===== config.mk =====
export PLATFORM = sky130hd
export DESIGN_NAME = oscillator_bank_flat
export DESIGN_NICKNAME = d
export VERILOG_FILES = /design/src/rtl/osc_pkg.sv /design/src/rtl/osc_if.sv /design/src/rtl/osc_voice_shape.sv /design/src/rtl/oscillator_bank.sv /design/src/flat_wrapper.sv
export SDC_FILE = /design/constraint.sdc
export NUM_CORES = 1
export LEC_CHECK = 0
export ABC_AREA = 1
export BUFFER_PORTS_ARGS = -buffer_cell sky130_fd_sc_hd__buf_2
export CORE_AREA = 5 5 249 372
export CTS_BUF_LIST = sky130_fd_sc_hd__clkbuf_2 sky130_fd_sc_hd__clkbuf_4 sky130_fd_sc_hd__clkbuf_8
export CTS_CLUSTER_SIZE = 16
export DETAILED_ROUTE_END_ITERATION = 16
export DIE_AREA = 0 0 254 377
export GPL_TIMING_DRIVEN = 0
export HOLD_SLACK_MARGIN = 0.03
export MAX_ROUTING_LAYER = met4
export PLACE_DENSITY = 0.63
export SYNTH_ARGS = -nofsm -noshare
export SYNTH_HDL_FRONTEND = slang
export SYNTH_SLANG_ARGS = --single-unit

===== constraint.sdc =====
create_clock -name sample_clock -period 25.4 [get_ports sample_clock]
set_input_delay 2.54 -clock sample_clock [delete_from_list [all_inputs] [get_ports sample_clock]]
set_output_delay 2.54 -clock sample_clock [all_outputs]
set_load 0.02 [all_outputs]

===== src/rtl/osc_pkg.sv =====
// osc_pkg: shared constants, FSM states and helpers for the oscillator bank.
package osc_pkg;
    localparam logic [1:0] CFG_INC = 2'd0;
    localparam logic [1:0] CFG_CTRL = 2'd1;
    localparam logic [1:0] CFG_PWIDTH = 2'd2;
    localparam logic [1:0] CFG_VOL = 2'd3;
    localparam int CTL_SAW = 0;
    localparam int CTL_TRI = 1;
    localparam int CTL_SQUARE = 2;
    localparam int CTL_PULSE = 3;
    localparam int CTL_NOISE = 4;
    localparam int CTL_CLR = 5;
    localparam int LFSR_W = 17;
    localparam int LFSR_TAP_A = 16;
    localparam int LFSR_TAP_B = 13;
    localparam logic [LFSR_W-1:0] LFSR_SEED = 17'd1;
    localparam logic [8:0] VOL_UNITY = 9'd256;
    typedef enum logic [1:0] {IDLE, RUN, DONE} state_t;
    // Normalising shift so that several summed waveforms stay within one sample range.
    function automatic logic [1:0] submix_shift(input logic [2:0] n);
        return n >= 3'd5 ? 2'd3 : n >= 3'd3 ? 2'd2 : n == 3'd2 ? 2'd1 : 2'd0;
    endfunction
endpackage


===== src/rtl/osc_if.sv =====
// osc_if: frame trigger, configuration write port and mixed sample output.
interface osc_if #(parameter int BITDEPTH = 12, parameter int VOICES = 8);
    localparam int VW = $clog2(VOICES);
    logic sample_tick;
    logic cfg_we;
    logic [VW-1:0] cfg_voice;
    logic [1:0] cfg_addr;
    logic [20:0] cfg_wdata;
    logic busy;
    logic overrun;
    logic [BITDEPTH-1:0] out;
    logic out_valid;
    modport master (output sample_tick, cfg_we, cfg_voice, cfg_addr, cfg_wdata,
                    input busy, overrun, out, out_valid);
    modport slave (input sample_tick, cfg_we, cfg_voice, cfg_addr, cfg_wdata,
                   output busy, overrun, out, out_valid);
endinterface


===== src/rtl/osc_voice_shape.sv =====
// osc_voice_shape: derives saw/triangle/square/pulse/noise from a phase and
// returns the normalised signed submix of the selected waveforms.
module osc_voice_shape
    import osc_pkg::*;
#(
    parameter int BITDEPTH = 12,
    parameter int BITFRACTION = 8,
    localparam int PW = BITDEPTH + BITFRACTION
) (
    input  logic [PW-1:0] phase,
    input  logic [4:0] control,
    input  logic [BITDEPTH-1:0] pwidth,
    input  logic [LFSR_W-1:0] lfsr,
    output logic signed [BITDEPTH-1:0] submix
);
    logic [BITDEPTH-1:0] top;
    logic [BITDEPTH-1:0] wave [5];
    logic [BITDEPTH-1:0] off;
    logic signed [BITDEPTH+2:0] sum;
    logic signed [BITDEPTH+2:0] shifted;
    logic [2:0] n;
    always_comb begin
        top = phase[PW-1 -: BITDEPTH];
        wave[CTL_SAW] = top;
        wave[CTL_TRI] = phase[PW-1] ? ~phase[PW-2 -: BITDEPTH] : phase[PW-2 -: BITDEPTH];
        wave[CTL_SQUARE] = {BITDEPTH{phase[PW-1]}};
        wave[CTL_PULSE] = {BITDEPTH{top < pwidth}};
        wave[CTL_NOISE] = lfsr[LFSR_W-1 -: BITDEPTH];
        sum = '0;
        n = '0;
        off = '0;
        // Flipping the MSB re-centres an unsigned wave around zero.
        for (int i = 0; i < 5; i++) begin
            if (control[i]) begin
                off = {~wave[i][BITDEPTH-1], wave[i][BITDEPTH-2:0]};
                sum = sum + {{3{off[BITDEPTH-1]}}, off};
                n = n + 3'd1;
            end
        end
        shifted = sum >>> submix_shift(n);
        submix = shifted[BITDEPTH-1:0];
    end
endmodule


===== src/rtl/oscillator_bank.sv =====
// oscillator_bank: per-voice registers, frame FSM, volume mixer and
// output saturation around the unsigned midpoint.
module oscillator_bank
    import osc_pkg::*;
#(
    parameter int BITDEPTH = 12,
    parameter int BITFRACTION = 8,
    parameter int VOICES = 8
) (
    input logic sample_clock,
    input logic reset,
    osc_if.slave bus
);
    localparam int PW = BITDEPTH + BITFRACTION;
    localparam int VW = $clog2(VOICES);
    localparam int MW = BITDEPTH + VW + 1;
    localparam logic [BITDEPTH-1:0] MID = {1'b1, {(BITDEPTH-1){1'b0}}};
    localparam logic signed [MW-1:0] SAT_HI = MW'((1 << (BITDEPTH-1)) - 1);
    localparam logic signed [MW-1:0] SAT_LO = MW'(-(1 << (BITDEPTH-1)));

    logic [20:0] increment [VOICES];
    logic [PW-1:0] phase [VOICES];
    logic [4:0] control [VOICES];
    logic [BITDEPTH-1:0] pwidth [VOICES];
    logic [8:0] volume [VOICES];
    state_t state, next_state;
    logic [VW-1:0] idx;
    logic signed [MW-1:0] mix;
    logic [LFSR_W-1:0] lfsr;
    logic [PW-1:0] new_phase;
    logic signed [BITDEPTH-1:0] submix;
    logic signed [BITDEPTH+9:0] scaled;
    logic signed [BITDEPTH+1:0] contrib;
    logic [BITDEPTH-1:0] sat_out;

    osc_voice_shape #(.BITDEPTH(BITDEPTH), .BITFRACTION(BITFRACTION)) shape (
        .phase(new_phase),
        .control(control[idx]),
        .pwidth(pwidth[idx]),
        .lfsr(lfsr),
        .submix(submix)
    );

    always_comb begin
        next_state = state == IDLE ? (bus.sample_tick ? RUN : IDLE)
                   : state == RUN ? (idx == VW'(VOICES - 1) ? DONE : RUN)
                   : IDLE;
        new_phase = phase[idx] + PW'(increment[idx]);
        scaled = submix * $signed({1'b0, volume[idx]});
        contrib = scaled[BITDEPTH+9:8];
        // In range, adding the midpoint is just an MSB flip.
        sat_out = mix > SAT_HI ? '1 : mix < SAT_LO ? '0 : mix[BITDEPTH-1:0] ^ MID;
    end

    assign bus.busy = state != IDLE;

    always_ff @(posedge sample_clock) begin
        if (reset) begin
            state <= IDLE;
            idx <= '0;
            mix <= '0;
            lfsr <= LFSR_SEED;
            bus.out <= MID;
            bus.out_valid <= 1'b0;
            bus.overrun <= 1'b0;
            for (int v = 0; v < VOICES; v++) begin
                increment[v] <= '0;
                phase[v] <= '0;
                control[v] <= '0;
                pwidth[v] <= '0;
                volume[v] <= VOL_UNITY;
            end
        end else begin
            state <= next_state;
            bus.out_valid <= state == DONE;
            if (state != IDLE && bus.sample_tick) bus.overrun <= 1'b1;
            if (state == IDLE) begin
                idx <= '0;
                mix <= '0;
            end
            if (state == RUN) begin
                phase[idx] <= new_phase;
                mix <= mix + MW'(contrib);
                idx <= idx + 1'b1;
            end
            if (state == DONE) begin
                bus.out <= sat_out;
                lfsr <= {lfsr[LFSR_W-2:0], lfsr[LFSR_TAP_A] ^ lfsr[LFSR_TAP_B]};
            end
            // Config writes come last so a phase clear overrides the same-cycle advance.
            if (bus.cfg_we) begin
                if (bus.cfg_addr == CFG_INC) increment[bus.cfg_voice] <= bus.cfg_wdata;
                if (bus.cfg_addr == CFG_CTRL) begin
                    control[bus.cfg_voice] <= bus.cfg_wdata[4:0];
                    if (bus.cfg_wdata[CTL_CLR]) phase[bus.cfg_voice] <= '0;
                end
                if (bus.cfg_addr == CFG_PWIDTH) pwidth[bus.cfg_voice] <= bus.cfg_wdata[BITDEPTH-1:0];
                if (bus.cfg_addr == CFG_VOL)
                    volume[bus.cfg_voice] <= bus.cfg_wdata > 21'(VOL_UNITY) ? VOL_UNITY : bus.cfg_wdata[8:0];
            end
        end
    end
endmodule

===== src/flat_wrapper.sv =====
// flat-port wrapper written by rule: the top's interface ports become plain ports
module oscillator_bank_flat import osc_pkg::*;
#(
    parameter int BITDEPTH = 12,
    parameter int BITFRACTION = 8,
    parameter int VOICES = 8
)
  (sample_clock, reset, bus_sample_tick, bus_cfg_we, bus_cfg_voice, bus_cfg_addr, bus_cfg_wdata, bus_busy, bus_overrun, bus_out, bus_out_valid);
  osc_if #(.BITDEPTH(BITDEPTH), .VOICES(VOICES)) bus_i ();
  input logic sample_clock;
  input logic reset;
  input wire logic [$bits(bus_i.sample_tick)-1:0] bus_sample_tick;
  input wire logic [$bits(bus_i.cfg_we)-1:0] bus_cfg_we;
  input wire logic [$bits(bus_i.cfg_voice)-1:0] bus_cfg_voice;
  input wire logic [$bits(bus_i.cfg_addr)-1:0] bus_cfg_addr;
  input wire logic [$bits(bus_i.cfg_wdata)-1:0] bus_cfg_wdata;
  output wire logic [$bits(bus_i.busy)-1:0] bus_busy;
  output wire logic [$bits(bus_i.overrun)-1:0] bus_overrun;
  output wire logic [$bits(bus_i.out)-1:0] bus_out;
  output wire logic [$bits(bus_i.out_valid)-1:0] bus_out_valid;
  assign bus_i.sample_tick = bus_sample_tick;
  assign bus_i.cfg_we = bus_cfg_we;
  assign bus_i.cfg_voice = bus_cfg_voice;
  assign bus_i.cfg_addr = bus_cfg_addr;
  assign bus_i.cfg_wdata = bus_cfg_wdata;
  assign bus_busy = bus_i.busy;
  assign bus_overrun = bus_i.overrun;
  assign bus_out = bus_i.out;
  assign bus_out_valid = bus_i.out_valid;
  oscillator_bank #(.BITDEPTH(BITDEPTH), .BITFRACTION(BITFRACTION), .VOICES(VOICES)) u_core (.sample_clock(sample_clock), .reset(reset), .bus(bus_i));
endmodule

==> metrics <==
status finished clean; critical path's largest stage delay 0.69 ns; CP top delay family adder cells; clock tree from TritonCTS yes; CP Buf/Inv Count 19; placed cell area approximately 0.037 sq mm; vias in the first global route 31,180; max-cap violations 0; largest area contributor in the netlist edfxtp_1; post-synth top area share 0.3134; Root Driver clkbuf_8; clock tree buffer depth 3; CTS Hold Bufs 0; Req. time, crit path 26.06 ns; Iter 0 DRT Violations 2,807; Least-Margin Pin Slew about 1.4 ns; DRT Wirelength 124.7 mm; post-synth cell types 60; Tmin final just over 20 ns; area fraction in compound gates after synthesis 0.1397; Nets 4,803; share of layout cells above drive strength 1 0.07334; Crit. End Element flip-flop; IO Port Bufs between 40 and 50; clk sinks 583; post-route cell area 0.03886 sq mm; Yosys warning total 0; Die Y 377 microns; final setup vio count 0; Final Hold Fails 0; Final TNS setup 0 ns; Via density 5.466; post-synthesis mux area share 0; relative slew slack 0.05151; HP Class flip-flop to flip-flop; CTS clk-pin slew, worst paths roughly 0.06 ns; Core ar. 0.08886 sq mm; TritonCTS Buffers roughly 90; H-tree levels 3; final worst slack 5.007 ns; synthesized area per cell 8.047 sq um; syn_nets 4,664; Post-Syn Instances 4,382; Crit Path Max Fanout 13; final worst-path cycle share 0.8029; Clock Skews ~0.05 ns; Synth Area in Adders 0.1094; CP Class flip-flop to flip-flop; Final HPWL DP roughly 94 mm; pre-CTS setup slack 5.293 ns; Final ANT Viol Nets 0; Fmax achieved between 40 and 50 MHz; DRT Pass-1 Iters 8; Die Span X 254 microns; P&R area growth vs syn 10.20%; worst skew pair latency between 0.7 and 0.8 ns; CP most frequent cell nand2_1; Worst path slowest cell clkbuf_1; DR DRC count 0; Initial Utilization 0.3968; Rows 134; RSZ-0062 raised after global routing no; Critical Path Source Type flip-flop; dominant cells by area after synthesis edfxtp_1 31%, dfxtp_1 12%, nor2_1 9.4%; All-Layer GR Usage 0.2619; Synth Register Bits about 600; post-CTS setup buffer count 0; main combinational cell family by area after synthesis simple AND/OR/NAND/NOR gates; first-pass GRT wire length 184.6 mm; Async SR Flop Fraction 0; initial antenna violation count 1; Post-CTS Resized 0; global route total overflow 0; DIE AREA between 0.09 and 0.1 sq mm; largest net degree at the start of global routing 22; xor/xnor share of the synthesized area 0.02267; Synth Area in Simple Gates 0.2211; IO Pins 45; Routability Congestion 1.015; sequential share of the synthesized area 0.4355; routed vias 31,440; EDFF count, synth 368; WL/cell 21.68 microns; Worst EP arrival 21.06 ns; Mapped Area 0.03526 sq mm; Pins Over Slew Limit 0; ys flop type edfxtp_1
## through the flow
stage               hold slack (ns)  utilization  std cells
CTS                          0.4609       0.4372       5751
detailed placement           0.4518       0.4158       5583
global route                 0.4747       0.4373       5752
finish                       0.4615       0.4373       5752
global placement             0.4457       0.4156       5582
floorplan                    0.4378            -       4382
## registers in the layout (all words and copies together) (netlist names), named ones only
name,count
u_core.state,2
u_core.volume,72
u_core.bus.out_valid,1
u_core.phase,160
u_core.control,40
u_core.pwidth,96
u_core.mix,16
u_core.lfsr,17
u_core.bus.out,12
u_core.bus.overrun,1
u_core.increment,160
u_core.idx,3
## synthesized netlist by cell type (all sizes together), types with 2 or more instances
library cell  number
a211oi             3
a21boi             3
a21o               6
a21oi            317
a22oi              8
a31oi             44
a32o              15
and2               4
buf               53
clkbuf           174
clkinv            20
dfxtp            215
edfxtp           368
fa                94
ha               158
inv              400
nand2            804
nand3            145
nand3b             4
nand4             13
nor2             893
nor3              20
nor4              10
o211a              2
o211ai            10
o21a               6
o21ai            356
o21bai             8
o221ai            17
o22ai             78
o31ai              2
or2               39
xnor2             37
xor2              50
## routing by layer
| layer | global-route usage | vias up | part of all wire |
|---|---|---|---|
| met5 | - | - | 0 |
| met4 | 0.1833 | 0 | 0.084 |
| met3 | 0.03675 | 440 | 0.065 |
| met2 | 0.4547 | 1325 | 0.50 |
| met1 | 0.2716 | 14890 | 0.35 |
| li1 | - | 14790 | - |
## layout make-up
class	instances	area (sq um)
diodes	1	2.502
plain buffers	227	950.9
clock buffers	133	1618
clock inverters	35	284.0
fillers	8961	50000
inverters	420	1577
multi-input cells	3152	17400
flip-flops and latches	583	15350
well taps	1156	1446
repair buffers	45	227.7
## cells by family after synthesis
group / Yosys count
flip-flops: 583
AO/OA/AOI/OAI: 879
buffers and inverters: 647
AND/OR/NAND/NOR: 1934
XOR/XNOR: 87
adder cells (fa/ha/maj): 252
## worst paths after layout
check	end	from	cells after the start	slack (ns)
hold / removal	u_core.phase[7][6]$_SDFFE_PP0P_	u_core.phase[7][6]$_SDFFE_PP0P_	2	0.46
setup / recovery	u_core.mix[15]$_SDFFE_PP0N_	flip-flop	93	5.01
setup reg to reg	u_core.mix[15]$_SDFFE_PP0N_	flip-flop	93	5.01
hold reg to reg	u_core.phase[7][6]$_SDFFE_PP0P_	u_core.phase[7][6]$_SDFFE_PP0P_	2	0.46
## worst reg2reg max path, delay by kind of cell, from the launching register on
kind | cells | cell delay [ns]
xor+xnor | 5 | 0.83
flops | 1 | 0.54
buf+inv | 19 | 4.83
fa+ha+maj | 13 | 5.48
compound gates | 18 | 4.17
simple gates | 38 | 4.49
## placed cells by master, fill, tap and decap left out, types with 10 or more instances in the layout
cell and instances:
o22ai_1 78, a32o_1 15, clkbuf_1 172, o21ai_0 315, nand3_1 136, o21ai_1 31, nand2_2 14, o221ai_1 17
clkbuf_8 99, nand4_1 13, inv_1 387, buf_4 10, nor3_1 19, dfxtp_1 215, nand2_1 786, buf_1 29
a21oi_1 313, xnor2_1 35, clkbuf_4 34, or2_2 37, clkinv_1 37, ha_1 158, buf_2 52, nor2_1 885
fa_1 94, inv_2 13, edfxtp_1 368, a31oi_1 44, xor2_1 47
Power is not shown: default switching activity piles up to over one toggle a cycle in this logic, so the estimate is an artifact.
